File: config.mk
export PLATFORM = sky130hd
export DESIGN_NAME = osd_ring_router_multi
export DESIGN_NICKNAME = d
export VERILOG_FILES = /design/src/rtl/osd_ring_router_pkg.sv /design/src/rtl/osd_ring_router_multi_fifo.sv /design/src/rtl/osd_ring_router_multi.sv
export SDC_FILE = /design/constraint.sdc
export NUM_CORES = 1
export LEC_CHECK = 0
export ABC_CLOCK_PERIOD_IN_PS = 5000
export CORE_UTILIZATION = 42
export DETAILED_ROUTE_END_ITERATION = 8
export PLACE_DENSITY = 0.77
export SYNTH_ARGS = -nofsm -noshare
export SYNTH_HDL_FRONTEND = slang
export SYNTH_SLANG_ARGS = --single-unit
File: constraint.sdc
create_clock -name clk -period 5 [get_ports clk]
set_input_delay 1 -clock clk [delete_from_list [all_inputs] [get_ports clk]]
set_output_delay 1 -clock clk [all_outputs]
set_load 0.01 [all_outputs]
File: src/rtl/osd_ring_router_pkg.sv
// Shared types and constants for the multi-port DII ring router.
package osd_ring_router_pkg;

  localparam int unsigned DII_FLIT_W = 16;
  localparam int unsigned DEST_LSB   = 0;
  localparam int unsigned DEST_MSB   = 15;
  localparam int unsigned STAT_W     = 16;

  typedef enum logic [1:0] {
    RS_IDLE,
    RS_LOCAL,
    RS_FWD,
    RS_DROP
  } route_state_t;

  function automatic logic [STAT_W-1:0] sat_inc(input logic [STAT_W-1:0] v);
    return (v == '1) ? v : v + 1'b1;
  endfunction

endpackage

File: src/rtl/osd_ring_router_multi_fifo.sv
// Ring-ingress flit buffer: synchronous FIFO with full/empty flags and a combinational head.
module dii_buf_fifo #(
  parameter int unsigned WIDTH = 18,
  parameter int unsigned DEPTH = 4
) (
  input  logic             clk,
  input  logic             rst,
  input  logic [WIDTH-1:0] wr_data,
  input  logic             wr_en,
  output logic [WIDTH-1:0] rd_data,
  input  logic             rd_en,
  output logic             full,
  output logic             empty
);

  localparam int unsigned AW = $clog2(DEPTH);

  logic [WIDTH-1:0] mem [DEPTH];
  logic [AW:0]      wr_ptr;
  logic [AW:0]      rd_ptr;

  assign empty   = (wr_ptr == rd_ptr);
  assign full    = (wr_ptr[AW] != rd_ptr[AW]) && (wr_ptr[AW-1:0] == rd_ptr[AW-1:0]);
  assign rd_data = mem[rd_ptr[AW-1:0]];

  always_ff @(posedge clk) begin
    if (wr_en && !full) mem[wr_ptr[AW-1:0]] <= wr_data;
  end

  always_ff @(posedge clk) begin
    if (rst) begin
      wr_ptr <= '0;
      rd_ptr <= '0;
    end else begin
      if (wr_en && !full) wr_ptr <= wr_ptr + 1'b1;
      if (rd_en && !empty) rd_ptr <= rd_ptr + 1'b1;
    end
  end

endmodule

File: src/rtl/osd_ring_router_multi.sv
// Buffered debug-ring stop serving NUM_LOCAL modules at IDs BASE_ID..BASE_ID+NUM_LOCAL-1.
// Optional statistics counters enabled by defining OSD_RING_ROUTER_STATS_EN.
module osd_ring_router_multi
  import osd_ring_router_pkg::*;
#(
  parameter logic [15:0] BASE_ID   = 16'h0001,
  parameter int unsigned NUM_LOCAL = 3,
  parameter int unsigned BUF_DEPTH = 4,
  parameter int unsigned RING_PRIO = 0
) (
  input  logic                            clk,
  input  logic                            rst,
`ifdef OSD_RING_ROUTER_STATS_EN
  output logic [STAT_W-1:0]               stat_fwd,
  output logic [STAT_W-1:0]               stat_local,
  output logic [STAT_W-1:0]               stat_drop,
`endif
  input  logic [DII_FLIT_W-1:0]           ring_in_data,
  input  logic                            ring_in_first,
  input  logic                            ring_in_last,
  input  logic                            ring_in_valid,
  output logic                            ring_in_ready,
  output logic [DII_FLIT_W-1:0]           ring_out_data,
  output logic                            ring_out_first,
  output logic                            ring_out_last,
  output logic                            ring_out_valid,
  input  logic                            ring_out_ready,
  input  logic [NUM_LOCAL*DII_FLIT_W-1:0] local_in_data,
  input  logic [NUM_LOCAL-1:0]            local_in_first,
  input  logic [NUM_LOCAL-1:0]            local_in_last,
  input  logic [NUM_LOCAL-1:0]            local_in_valid,
  output logic [NUM_LOCAL-1:0]            local_in_ready,
  output logic [NUM_LOCAL*DII_FLIT_W-1:0] local_out_data,
  output logic [NUM_LOCAL-1:0]            local_out_first,
  output logic [NUM_LOCAL-1:0]            local_out_last,
  output logic [NUM_LOCAL-1:0]            local_out_valid,
  input  logic [NUM_LOCAL-1:0]            local_out_ready
);

  localparam int unsigned NS    = NUM_LOCAL + 1;
  localparam int unsigned SRC_W = $clog2(NS);
  localparam int unsigned IDX_W = (NUM_LOCAL > 1) ? $clog2(NUM_LOCAL) : 1;
  localparam int unsigned FW    = DII_FLIT_W + 2;
  localparam int unsigned OW    = DII_FLIT_W + 1;

  logic [FW-1:0]         head;
  logic                  fifo_full, fifo_empty, fifo_pop;
  logic                  head_first, head_last;
  logic [DII_FLIT_W-1:0] head_data;
  logic [DII_FLIT_W-1:0] head_dest;
  logic [OW-1:0]         dest_off;
  logic                  dest_local;

  route_state_t          state_q, state_d, eff_state;
  logic [IDX_W-1:0]      idx_q, idx_d, eff_idx;
  logic                  lo_valid, local_fire, fwd_valid, fwd_fire;

  logic [NS-1:0]         src_valid, src_first, src_last, req;
  logic [DII_FLIT_W-1:0] src_data [NS];
  logic [SRC_W-1:0]      ptr_q, grant_q, pick, cur;
  logic                  lock_q, found, have_grant, ring_fire;

  dii_buf_fifo #(
    .WIDTH (FW),
    .DEPTH (BUF_DEPTH)
  ) u_ingress_fifo (
    .clk     (clk),
    .rst     (rst),
    .wr_data ({ring_in_first, ring_in_last, ring_in_data}),
    .wr_en   (ring_in_valid),
    .rd_data (head),
    .rd_en   (fifo_pop),
    .full    (fifo_full),
    .empty   (fifo_empty)
  );

  assign ring_in_ready = !fifo_full;
  assign head_first    = head[FW-1];
  assign head_last     = head[FW-2];
  assign head_data     = head[DII_FLIT_W-1:0];
  assign head_dest     = head_data[DEST_MSB:DEST_LSB];
  assign dest_off      = {1'b0, head_dest} - {1'b0, BASE_ID};
  assign dest_local    = ({1'b0, head_dest} >= {1'b0, BASE_ID}) && (dest_off < OW'(NUM_LOCAL));

  // IDLE resolves the route from the head combinationally so the first flit leaves in the same cycle.
  always_comb begin
    eff_state = state_q;
    eff_idx   = idx_q;
    if (state_q == RS_IDLE && !fifo_empty) begin
      if (!head_first) begin
        eff_state = RS_DROP;
      end else if (dest_local) begin
        eff_state = RS_LOCAL;
        eff_idx   = IDX_W'(dest_off);
      end else begin
        eff_state = RS_FWD;
      end
    end
    lo_valid        = !rst && !fifo_empty && (eff_state == RS_LOCAL);
    local_out_valid = '0;
    if (lo_valid) local_out_valid[eff_idx] = 1'b1;
    local_fire = lo_valid && local_out_ready[eff_idx];
    fwd_valid  = !rst && !fifo_empty && (eff_state == RS_FWD);
    case (eff_state)
      RS_LOCAL: fifo_pop = local_fire;
      RS_FWD:   fifo_pop = fwd_fire;
      RS_DROP:  fifo_pop = !fifo_empty;
      default:  fifo_pop = 1'b0;
    endcase
    state_d = eff_state;
    idx_d   = eff_idx;
    if (fifo_pop && head_last) state_d = RS_IDLE;
  end

  always_ff @(posedge clk) begin
    if (rst) begin
      state_q <= RS_IDLE;
      idx_q   <= '0;
    end else begin
      state_q <= state_d;
      idx_q   <= idx_d;
    end
  end

  assign local_out_data  = {NUM_LOCAL{head_data}};
  assign local_out_first = {NUM_LOCAL{head_first}};
  assign local_out_last  = {NUM_LOCAL{head_last}};

  always_comb begin
    int unsigned j;
    src_valid[0] = fwd_valid;
    src_first[0] = head_first;
    src_last[0]  = head_last;
    src_data[0]  = head_data;
    for (int unsigned k = 0; k < NUM_LOCAL; k++) begin
      src_valid[k+1] = !rst && local_in_valid[k];
      src_first[k+1] = local_in_first[k];
      src_last[k+1]  = local_in_last[k];
      src_data[k+1]  = local_in_data[k*DII_FLIT_W +: DII_FLIT_W];
    end
    req   = src_valid & src_first;
    found = 1'b0;
    pick  = ptr_q;
    for (int unsigned i = 1; i <= NS; i++) begin
      j = (32'(ptr_q) + i) % NS;
      if (!found && req[j]) begin
        found = 1'b1;
        pick  = SRC_W'(j);
      end
    end
    if (RING_PRIO != 0 && req[0]) begin
      found = 1'b1;
      pick  = '0;
    end
    cur            = lock_q ? grant_q : pick;
    have_grant     = lock_q || found;
    ring_out_valid = have_grant && src_valid[cur];
    ring_out_data  = src_data[cur];
    ring_out_first = src_first[cur];
    ring_out_last  = src_last[cur];
    ring_fire      = ring_out_valid && ring_out_ready;
    fwd_fire       = ring_fire && (cur == '0);
    for (int unsigned k = 0; k < NUM_LOCAL; k++) begin
      local_in_ready[k] = !rst && have_grant && (cur == SRC_W'(k + 1)) && ring_out_ready;
    end
  end

  // The grant locks as soon as it is presented so ring_out stays stable while ring_out_ready is low.
  always_ff @(posedge clk) begin
    if (rst) begin
      lock_q  <= 1'b0;
      grant_q <= '0;
      ptr_q   <= '0;
    end else begin
      if (!lock_q && found) ptr_q <= pick;
      if (ring_fire && src_last[cur]) begin
        lock_q <= 1'b0;
      end else if (have_grant) begin
        lock_q  <= 1'b1;
        grant_q <= cur;
      end
    end
  end

`ifdef OSD_RING_ROUTER_STATS_EN
  always_ff @(posedge clk) begin
    if (rst) begin
      stat_fwd   <= '0;
      stat_local <= '0;
      stat_drop  <= '0;
    end else begin
      if (fwd_fire && head_last) stat_fwd <= sat_inc(stat_fwd);
      if (local_fire && head_last) stat_local <= sat_inc(stat_local);
      if (eff_state == RS_DROP && fifo_pop) stat_drop <= sat_inc(stat_drop);
    end
  end
`endif

endmodule

* Yosys cells after proc, flatten, opt, wreduce, memory -nomap -nowiden
Memories as Yosys holds them, arrays and structs flattened. A register that Yosys moved wholly into a read port is not among the register bits.
Index checks and enable logic that the tools add are counted.
** Operators by class
- $add $sub $neg :: 7
- Magnitude comparators :: 10
- Equal/unequal tests :: 9
- Multiplexer cells :: 42
- Bitwise logic cells :: 3
- Reduce and logical (&&, ||, !) cells :: 42
** Operator list (count)
- binary-select mux 16 bit (select 2 bit) :: 1
- 2-to-1 mux 16 bit :: 2
- logical AND 1 bit :: 29
- 2-to-1 mux 2 bit :: 13
- less-than comparator 2 x 3 -> 1 bit, second input constant :: 6
- less-than comparator 17 x 2 -> 1 bit, second input constant :: 1
- subtractor 16 x 1 -> 17 bit, second input constant :: 1
- binary-select mux 1 bit (select 2 bit) :: 8
- greater-or-equal comparator 16 x 1 -> 1 bit, second input constant :: 1
- 2-to-1 mux 1 bit :: 15
- == test 2 bit, second input constant :: 4
- zero test 1 bit :: 7
- adder 3 x 1 -> 3 bit, second input constant :: 2
- adder 2 x 1 -> 2 bit, second input constant :: 2
- adder 2 bit, second input constant :: 2
- bitwise AND 4 bit :: 1
- == test 2 x 1 -> 1 bit, second input constant :: 2
- zero test 2 bit :: 2
- OR reduction 2 bit :: 2
- == test 3 bit :: 1
- greater-or-equal comparator 3 bit, second input constant :: 1
- 2-to-1 mux 3 bit :: 1
- inverter 2 -> 3 bit :: 1
- one-hot mux 1 bit (3 select lines) :: 1
- other kinds (7) :: 7
** Storage, ports and cells
- Register bits :: 15
- Bits in writable memories :: 72
- Bits of input ports :: 82
- Output and inout bits :: 80
- Memories :: 1
** Memory list
- u_ingress_fifo.mem :: words 4, width 18, rd ports 1, clocked after Yosys merged registers in 1, write ports 1, line osd_ring_router_multi_fifo.sv:18 : logic [WIDTH-1:0] mem [DEPTH];

* Depth between registers and ports, before layout
Gate-level depths: netlist (run 1).
- Word-level depth :: 31
- Depth in mapped cells :: 16
- Gate-level depth less buffers :: 14

* Hierarchy
From an unflattened synthesis (run 1), not the netlist that was laid out.
** Unflattened totals
- Cells, all modules :: 468
- Area total of the unflattened synthesis :: 5318.9 um^2
** Modules (own cells, without submodules)
- dii_buf_fifo :: instances 1, cells each 162, area an instance 3170.5 um^2, seq. area each 2322.2 um^2
- osd_ring_router_multi :: instances 1, cells each 306, area an instance 2148.3 um^2, seq. area each 180.2 um^2

* Worst setup path before layout (run 1)
Ideal clock, no wire load.
- Path kind :: register -> output
- Start :: register with a tool-made name
- End :: output port ring_out_data[13]
- Arrival time :: 3903 ps
- Data required time :: 4000 ps
- Setup slack :: 97 ps
- Cell stages (with the launch flop) :: 16
- Path through :: dfxtp_1 buf_6 mux4_2 inv_1 ha_1 inv_1 or3_1 and4bb_1 o21ai_1 a2111oi_4 o41ai_2 buf_2 buf_1 and2_1 a211oi_1 a21oi_1
** RTL lines
- end: declaration :: line osd_ring_router_multi.sv:23 : output logic [DII_FLIT_W-1:0] ring_out_data,

==> flow_summary.ini, run 1 <==
[worst_hold_path]
hold_path_class = flop to flop
hold_start = grant_q[1]
hold-path-endpoint = grant_q[1]
hold-path-cell-count = 2

[critical_path]
timing_worst_setup_path_type = flop to output pin
ff2ff_path_depth = 18
critical-path-top-cell-by-count = sky130_fd_sc_hd__buf_4
timing.critical_path.arrival_ps = 4110
cpPeakStageDelay_ps = 580
timing.rr.end = grant_q[0]
maximum_net_fanout_on_the_critical_path = 5
timing.reg2reg.setup_slack_ps = 440
chain_of_cells_forming_the_critical_path = mux4_2 -> buf_6 -> or4_4 -> o211a_4 -> o31ai_4 -> a2111oi_4 -> buf_4 -> buf_4 -> nor2_2 -> nor4_4 -> buf_4 -> nand2b_4 -> or3_4 -> nor2_1 -> buf_2
crit_path_start_kind = flop
cpMaxStageDelayCell = sky130_fd_sc_hd__or4_4
timing.critical_path.to_type = output pin
worst_ep_required_time_ps = 4000

[place]
placed_cells_incl_taps = 713
number_of_port_buffers = 161
placed_area_mm2 = 0.00682
detailedPlacementHpwl_um = 9970
routabilityCongestion = 0.881

[clocking]
clk_pin_slew_ps = 70
tritoncts_num_sinks = 89
cts_tree = done
htreeDepth = 3
numCtsBuffers = 9
cts_root_buf = sky130_fd_sc_hd__clkbuf_16
cts_buffer_depth = 2
clkLatencyLatePin_ps = 350
post_cts_hold_buffer_count = 0

[detailed_routing]
post_route_ant_nets = 0
drt-initial-drc-count = 217
detail_route.drc_violations = 0
vias = 4200
firstDrtPassIters = 4
post_drt_via_cell_ratio = 5.53
routed_wire_length_per_instance_um = 20.4
finalWirelength_um = 15500

[sta]
slew_headroom_pct = 28.6
timing.final.crit_share_pct = 102
fin_worst_hold_slack_ps = 487
maxSlewViolCount = 0
final_critical_path_setup_slack_ps = -106
timing_hold_violations_final = 0
max_slew.worst_pin.slew_ps = 1070
fin_skew_ps = 8.68
timing.fmax_mhz = 196
rsz0062_at_grt = true
final_period_minus_worst_setup_slack_ps = 5110
final_setup_violating_endpoints = 15

[logic_synthesis]
ys_async_sr_fraction_pct = 0
synth_largest_area_cell = sky130_fd_sc_hd__edfxtp_1
synth.area.top_cells = sky130_fd_sc_hd__edfxtp_1, sky130_fd_sc_hd__mux4_2, sky130_fd_sc_hd__dfxtp_1
synth.yosys.seq_area_share_pct = 51.0
syn_area_per_cell_um2 = 12.1
netlist.area_leader.share_pct = 44.1
yosysUniqueCellTypes = 61
synth_fp_nets = 493
synth_simple_gate_area_share_pct = 12.8
synth_ff_type = sky130_fd_sc_hd__edfxtp_1
synth.area.mux_share_pct = 13.5
netlist_area_mm2 = 0.00490
synth_top_family_by_area = multiplexers
post_synth_fa_ha_maj_area_fraction_pct = 1.53
yosys.area_share.xor_xnor_pct = 0.893
synthesis.yosys.warnings = 0
netlist_instances = 405
synth_compound_gate_area_share_pct = 12.2
seq_cells_post_synth = 89
synth_edf_count = 72

[status]
run_status = complete, but fails checks
failed_checks = negative setup slack

[global_routing]
grt.total_usage_pct = 24.1
largest_net_degree_at_the_start_of_global_routing = 37
first_global_vias = 4199
grt_remaining_overflow = 0
number_of_antenna_violations_at_the_first_check_in_global_routing = 0
global_route_wire_length_before_repair_um = 21600

[final_layout]
final-instance-count-excl-fill = 759
synthToLayoutAreaGrowth_pct = 58.8
layout.cell_area.non_filler_mm2 = 0.00779
share_of_layout_cells_above_drive_strength_1_pct = 35.6
num-fill-cells = 775
layout_commonest_cell = sky130_fd_sc_hd__clkdlybuf4s50_1
design.final.nets = 699
antenna_cells = 0
final_core_util_pct = 68.2
layout_common_cells = sky130_fd_sc_hd__clkdlybuf4s50_1, sky130_fd_sc_hd__edfxtp_1, sky130_fd_sc_hd__buf_4

[power]
powerDensity_mw_per_mm2 = 445
leakagePower_nw = 2.95
ir_drop_v = 0.000338
fin_total_pwr_mw = 3.47

[floorplan]
chipWidth_um = 110
placementRows = 39
die_height_um = 110
die_footprint_mm2 = 0.0121
floorplan.core_area_mm2 = 0.0114
start_util_pct = 42.9
top_level_ports = 162

[job]
maxCapViolations = 0
[registers in the layout (all words and copies together), names as in the netlist, named ones only]
signal                 cells
ptr_q                      2
idx_q                      2
u_ingress_fifo.mem        72
state_q                    2
lock_q                     1
grant_q                    2
u_ingress_fifo.rd_ptr      3
u_ingress_fifo.wr_ptr      3
[area by class of cell]
type | instances | area, um^2 | share of cell area (%)
repair buffers | 247 | 2380 | 30.6
multi-input cells | 252 | 2340 | 30.1
clock buffers | 9 | 225 | 2.89
clock inverters | 7 | 96.3 | 1.24
inverters | 12 | 57.6 | 0.739
well taps | 143 | 179 | 2.30
flip-flops and latches | 89 | 2510 | 32.2
[stage by stage]
stage	setup WS, ps	setup TNS (ps)
global placement	-180	-2650
floorplan	96.7	0
CTS	-35.1	-99.1
finish	-106	-693
detailed placement	-314	-5820
global route	-192	-2530
[routing by layer]
layer / track usage (%) / share of wire (%) / up-vias
met3: 5.23 / 6.4 / 19
met4: 8.38 / 1.7 / 0
met5: 0 / 0 / -
li1: - / - / 1920
met1: 27.2 / 39 / 2080
met2: 44.6 / 52 / 181
[synthesized netlist by cell type, types with 3 or more instances]
library cell               instances
sky130_fd_sc_hd__nand3b_1          3
sky130_fd_sc_hd__buf_1             3
sky130_fd_sc_hd__a21oi_1          28
sky130_fd_sc_hd__and2_1           20
sky130_fd_sc_hd__a211oi_1         19
sky130_fd_sc_hd__nand2b_1          3
sky130_fd_sc_hd__inv_1            11
sky130_fd_sc_hd__clkbuf_1         10
sky130_fd_sc_hd__nor2_1           23
sky130_fd_sc_hd__dfxtp_1          17
sky130_fd_sc_hd__o21ai_0           9
sky130_fd_sc_hd__or3_1             6
sky130_fd_sc_hd__o31ai_1           5
sky130_fd_sc_hd__ha_1              6
sky130_fd_sc_hd__mux2i_1          21
sky130_fd_sc_hd__nand3_1           3
sky130_fd_sc_hd__nor3_1           10
sky130_fd_sc_hd__edfxtp_1         72
sky130_fd_sc_hd__and3_1            7
sky130_fd_sc_hd__xnor2_1           3
sky130_fd_sc_hd__buf_4            36
sky130_fd_sc_hd__mux4_2           19
sky130_fd_sc_hd__nor4_1            5
sky130_fd_sc_hd__nand2_1          21
sky130_fd_sc_hd__nor2b_1           4
[how the worst max path moves through the flow]
stage | start | endpoint | slack (ps)
finish | flop | local_in_ready[2] | -110
global placement | flop | local_in_ready[2] | -180
detailed placement | flop | local_in_ready[2] | -310
floorplan | flop | ring_out_data[13] | 100
global route | flop | local_in_ready[2] | -190
CTS | flop | ring_out_data[7] | -40
[cell families (layout without fill, tap and decap cells)]
kind of cell             after synthesis  in the layout
XOR/XNOR                               5              5
adder cells (fa/ha/maj)                6              6
buffers and inverters                 64            275
AND/OR/NAND/NOR                      115            115
AO/OA/AOI/OAI                         84             84
multiplexers                          42             42
flip-flops                            89             89
[where the power goes]
| part | internal, mW | leakage, nW | total, mW | switching (mW) |
|---|---|---|---|---|
| registers | 0.857 | 0.801 | 0.898 | 0.0411 |
| clock network | 0.404 | 0.155 | 0.716 | 0.312 |
| logic | 0.992 | 2.00 | 1.85 | 0.861 |
| total | 2.25 | 2.95 | 3.47 | 1.21 |
[repair_timing]
action,in CTS,in global routing
pin swaps,11,34
resized for setup,144,42
cloned,1,8
buffers inserted,10,12
endpoints found under the setup margin,25,24
[worst max-delay path: cells and delay by family (launching register included)]
family | cells | cell delay, ps
simple gates | 6 | 1480
flops | 1 | 390
buf+inv | 5 | 720
compound gates | 3 | 590
mux | 1 | 550
Power figures use the tool's default switching activity.
==> run 2, diff against run 1 <==
SKIP_LAST_GASP = 1   (was unset)
==> run 2 against run 1 <==
Combinational power down 3%. Critical endpoint is now ring_out_valid. Register-to-register slack got worse by 80 ps. Cell count decreased by 0.53%. Count of clock-buffer cells in the layout unchanged. Maximum frequency is 1.5% lower. Largest cell class unchanged. The flow still finishes with violations (negative setup slack). Global-route usage hardly changed.
==> flow_summary.ini, run 2 (same netlist as run 1, synthesis figures left out) <==
[sta]
rsz0062_at_grt = true
timing.fmax_mhz = 193
maxSlewViolCount = 0
max_slew.worst_pin.slew_ps = 1060
timing_hold_violations_final = 0
final_setup_violating_endpoints = 21
fin_skew_ps = 10.3
final_period_minus_worst_setup_slack_ps = 5180
final_critical_path_setup_slack_ps = -181
timing.final.crit_share_pct = 104
slew_headroom_pct = 29.4

[floorplan]
top_level_ports = 162
floorplan.core_area_mm2 = 0.0114
placementRows = 39
die_footprint_mm2 = 0.0121
die_height_um = 110
start_util_pct = 42.9
chipWidth_um = 110

[clocking]
clkLatencyLatePin_ps = 350
cts_buffer_depth = 2
post_cts_hold_buffer_count = 0
numCtsBuffers = 9
cts_root_buf = sky130_fd_sc_hd__clkbuf_16
clk_pin_slew_ps = 70
htreeDepth = 3
tritoncts_num_sinks = 89
cts_tree = done

[critical_path]
timing_worst_setup_path_type = flop to output pin
worst_ep_required_time_ps = 4000
timing.reg2reg.setup_slack_ps = 360
timing.rr.end = grant_q[0]
maximum_net_fanout_on_the_critical_path = 5
timing.critical_path.to_type = output pin
timing.critical_path.arrival_ps = 4180
ff2ff_path_depth = 17
timing.critical_path.to = ring_out_valid
crit_path_start_kind = flop

[worst_hold_path]
hold-path-cell-count = 2
hold_path_class = flop to flop

[global_routing]
grt.total_usage_pct = 24.1
number_of_antenna_violations_at_the_first_check_in_global_routing = 0
grt_remaining_overflow = 0
largest_net_degree_at_the_start_of_global_routing = 37
first_global_vias = 4198
global_route_wire_length_before_repair_um = 21600

[status]
failed_checks = negative setup slack
run_status = complete, but fails checks

[power]
leakagePower_nw = 2.87
powerDensity_mw_per_mm2 = 445
ir_drop_v = 0.000339
fin_total_pwr_mw = 3.41

[detailed_routing]
post_drt_via_cell_ratio = 5.54
detail_route.drc_violations = 0
firstDrtPassIters = 4
finalWirelength_um = 15400
routed_wire_length_per_instance_um = 20.3
drt-initial-drc-count = 209
post_route_ant_nets = 0
vias = 4182

[final_layout]
antenna_cells = 0
layout_commonest_cell = sky130_fd_sc_hd__clkdlybuf4s50_1
final_core_util_pct = 67.1
layout_common_cells = sky130_fd_sc_hd__clkdlybuf4s50_1, sky130_fd_sc_hd__edfxtp_1, sky130_fd_sc_hd__buf_4
share_of_layout_cells_above_drive_strength_1_pct = 32.8
synthToLayoutAreaGrowth_pct = 56.3
design.final.nets = 695
largest_register_ff_count = 72

[job]
maxCapViolations = 0

[place]
detailedPlacementHpwl_um = 9970
routabilityCongestion = 0.881
pre_cts_ws_ps = -314
number_of_port_buffers = 161
==> run 2: cell types whose count changed in the layout (fill, tap and decap cells not counted), sizes merged <==
cell	before	now
clkbuf	17	14
buf	103	101
clkinv	2	1
dlygate4sd2	0	1
inv	15	16
==> run 2: per-layer routing <==
layer / global-route usage, % / wire (um)
met1: 27.3 / 5950
met2: 44.6 / 8030
met3: 5.11 / 1070
met4: 8.19 / 295
met5: 0 / 0
==> run 2: per-stage QoR <==
stage                     cell area (um^2)  std cells  hold slack [ps]  setup TNS (ps)
final                                 7660        755              487           -2270
after global routing                  7660        755              510           -4420
after CTS                             7450        739              493            -640
after detailed placement              6820        713              484           -5820
after global placement                6820        713              469           -2650
after floorplan                       4900        405              438               0
==> run 2: cell type report <==
type                       count  area, um^2
inverter                      12        50.0
clock inverter                 7        96.3
clock buffer                   9         225
fill                         794        3750
multi-input combinational    252        2330
tap                          143         179
timing repair buffer         243        2280
sequential                    89        2510
==> run 2: repair_timing <==
action | CTS | global route
setup endpoints to repair | 25 | 24
pin swaps | 11 | 36
cloned | 1 | 4
endpoints found under the hold margin | 0 | 0
setup buffers | 10 | 13
gates resized for setup | 125 | 45
==> run 2: worst min-delay path by stage <==
stage | endpoint | slack (ps) | from
5_1_grt | grant_q[1] | 510 | grant_q[1]
3_3_place_gp | grant_q[1] | 470 | grant_q[1]
2_1_floorplan | grant_q[1] | 440 | grant_q[1]
4_1_cts | grant_q[1] | 490 | grant_q[1]
6_report | grant_q[1] | 490 | grant_q[1]
3_5_place_dp | grant_q[1] | 480 | grant_q[1]
==> run 2: worst max-delay path, cell delays in order (launching register included) <==
cell,delay (ps)
sky130_fd_sc_hd__dfxtp_4,390
sky130_fd_sc_hd__mux4_2,560
sky130_fd_sc_hd__buf_6,150
sky130_fd_sc_hd__or4_4,580
sky130_fd_sc_hd__o211a_4,290
sky130_fd_sc_hd__o31ai_4,310
sky130_fd_sc_hd__a2111oi_4,70
sky130_fd_sc_hd__buf_4,160
sky130_fd_sc_hd__o41ai_4,420
sky130_fd_sc_hd__buf_4,220
sky130_fd_sc_hd__mux2i_1,210
sky130_fd_sc_hd__mux2i_1,110
sky130_fd_sc_hd__a21boi_2,170
sky130_fd_sc_hd__nor2_1,60
sky130_fd_sc_hd__buf_2,140
==> run 2: power breakdown <==
part	leakage [nW]	internal, mW	switching (mW)	total [mW]
sequential	0.801	0.857	0.0412	0.898
combinational	1.92	0.940	0.849	1.79
clock	0.155	0.404	0.316	0.720
==> run 3, diff against run 2 <==
CELL_PAD_IN_SITES_DETAIL_PLACEMENT = 1   (was unset)
CELL_PAD_IN_SITES_GLOBAL_PLACEMENT = 1   (was unset)
CORE_UTILIZATION = 32   (was 42)
GPL_TIMING_DRIVEN = 0   (was unset)
PLACE_DENSITY = unset   (was 0.77)
PLACE_DENSITY_LB_ADDON = 0.1   (was unset)
==> run 3 against run 2 <==
Count of clock-buffer cells in the layout unchanged. Maximum frequency decreased by 4.2%. Cell count increased by 10%. Total power increased by 8.1%. Setup slack got worse by 220 ps. Sequential power about the same. Combinational power increased by 15%. Non-clock buffer count increased by 38. Critical path type unchanged. Clock power increased by 3%. Global-route usage decreased by 2.6 points. The flow still finishes with violations (negative setup slack).
==> flow_summary.ini, run 3 (same netlist as run 1, synthesis figures left out) <==
[status]
run_status = complete, but fails checks
failed_checks = negative setup slack

[sta]
final_critical_path_setup_slack_ps = -406
final_period_minus_worst_setup_slack_ps = 5410
slew_headroom_pct = 29.5
fin_worst_hold_slack_ps = 486
max_slew.worst_pin.slew_ps = 1060
rsz0062_at_grt = true
fin_skew_ps = 9.80
maxSlewViolCount = 0
timing.fmax_mhz = 185
timing.final.crit_share_pct = 108
timing_hold_violations_final = 0
timing.setup.tns_ps = -7130
final_setup_violating_endpoints = 24

[clocking]
tritoncts_num_sinks = 89
cts_root_buf = sky130_fd_sc_hd__clkbuf_16
cts_buffer_depth = 2
clkLatencyLatePin_ps = 350
post_cts_hold_buffer_count = 0
numCtsBuffers = 9
clk_pin_slew_ps = 70
cts_tree = done
htreeDepth = 3

[critical_path]
cpPeakStageDelay_ps = 580
worst_ep_required_time_ps = 4000
crit_path_buf_inv_count = 9
ff2ff_path_depth = 19
timing.reg2reg.setup_slack_ps = 290
timing.critical_path.to = ring_out_data[2]
crit_path_start_kind = flop
timing.critical_path.arrival_ps = 4410
timing.rr.end = u_ingress_fifo.rd_ptr[2]
maximum_net_fanout_on_the_critical_path = 5
timing_worst_setup_path_type = flop to output pin
critPathTopFamily = buffers and inverters
cpMaxStageDelayCell = sky130_fd_sc_hd__mux4_2
critical-path-top-cell-by-count = sky130_fd_sc_hd__buf_6
chain_of_cells_forming_the_critical_path = buf_6 -> mux4_2 -> buf_6 -> or4_4 -> o211a_4 -> o31ai_4 -> a2111oi_4 -> buf_4 -> buf_6 -> o41ai_4 -> buf_4 -> buf_6 -> buf_12 -> buf_16 -> mux2i_1 -> a21oi_1 -> clkdlybuf4s15_2
timing.critical_path.depth = 17
timing.critical_path.to_type = output pin

[power]
leakagePower_nw = 3.10
powerDensity_mw_per_mm2 = 449
fin_total_pwr_mw = 3.68
ir_drop_v = 0.000279

[detailed_routing]
routed_wire_length_per_instance_um = 20.8
detail_route.drc_violations = 0
post_route_ant_nets = 0
vias = 4295
post_drt_via_cell_ratio = 5.15
finalWirelength_um = 17400
drt-initial-drc-count = 180
firstDrtPassIters = 4

[final_layout]
final-instance-count-excl-fill = 834
antenna_cells = 0
layout_commonest_cell = sky130_fd_sc_hd__clkdlybuf4s50_1
final_core_util_pct = 55.5
design.final.nets = 733
layout_common_cells = sky130_fd_sc_hd__clkdlybuf4s50_1, sky130_fd_sc_hd__buf_4, sky130_fd_sc_hd__edfxtp_1
layout.cell_area.non_filler_mm2 = 0.00819
synthToLayoutAreaGrowth_pct = 67.1
share_of_layout_cells_above_drive_strength_1_pct = 39.8
largest_register_ff_count = 72

[global_routing]
number_of_antenna_violations_at_the_first_check_in_global_routing = 0
global_route_wire_length_before_repair_um = 25800
grt_remaining_overflow = 0
largest_net_degree_at_the_start_of_global_routing = 20
grt.total_usage_pct = 21.5
first_global_vias = 4576

[floorplan]
top_level_ports = 162
floorplan.core_area_mm2 = 0.0148
start_util_pct = 33.2
chipWidth_um = 126
die_footprint_mm2 = 0.0158
die_height_um = 126
placementRows = 44

[job]
maxCapViolations = 0

[place]
routabilityCongestion = 0.774
placed_cells_incl_taps = 750
placed_area_mm2 = 0.00675
number_of_port_buffers = 161
pre_cts_ws_ps = -1590
detailedPlacementHpwl_um = 10900

[worst_hold_path]
hold_start = grant_q[1]
hold_path_class = flop to flop
hold-path-cell-count = 2
run 3: cell type report:
type / count / area [um^2]
Timing Repair Buffer: 231 / 2160
Fill cell: 1523 / 6560
Multi-Input combinational cell: 252 / 2450
Tap cell: 184 / 230
Inverter: 12 / 50.0
Sequential cell: 89 / 2500
Clock inverter: 7 / 103
Buffer: 50 / 477
Clock buffer: 9 / 225
run 3: what timing repair did:
item	CTS	global route
buffers inserted	48	22
pin swaps	31	30
cloned	6	1
endpoints found under the setup margin	33	25
resized for setup	200	51
run 3: tightest hold or removal path, stage by stage, from the launching register on:
cell                      delay [ps]
sky130_fd_sc_hd__dfxtp_1         320
sky130_fd_sc_hd__nand2_1          60
sky130_fd_sc_hd__mux2i_1          60
run 3: how the worst min path moves through the flow:
stage,endpoint,slack (ps)
2_1_floorplan,grant_q[1],440
3_3_place_gp,grant_q[1],460
3_5_place_dp,grant_q[1],470
4_1_cts,grant_q[1],480
5_1_grt,grant_q[1],500
6_report,grant_q[1],490
run 3: metal layers:
layer | wire, um | track usage, % | vias to the layer above
li1 | - | - | 1981
met1 | 7590 | 27.2 | 2159
met2 | 8610 | 36.9 | 135
met3 | 970 | 4.38 | 20
met4 | 197 | 6.59 | 0
met5 | 0 | 0 | -
run 3: power by group:
part | internal, mW | switching [mW] | leakage, nW
combinational | 1.11 | 0.936 | 2.14
clock | 0.444 | 0.296 | 0.162
sequential | 0.856 | 0.0385 | 0.801
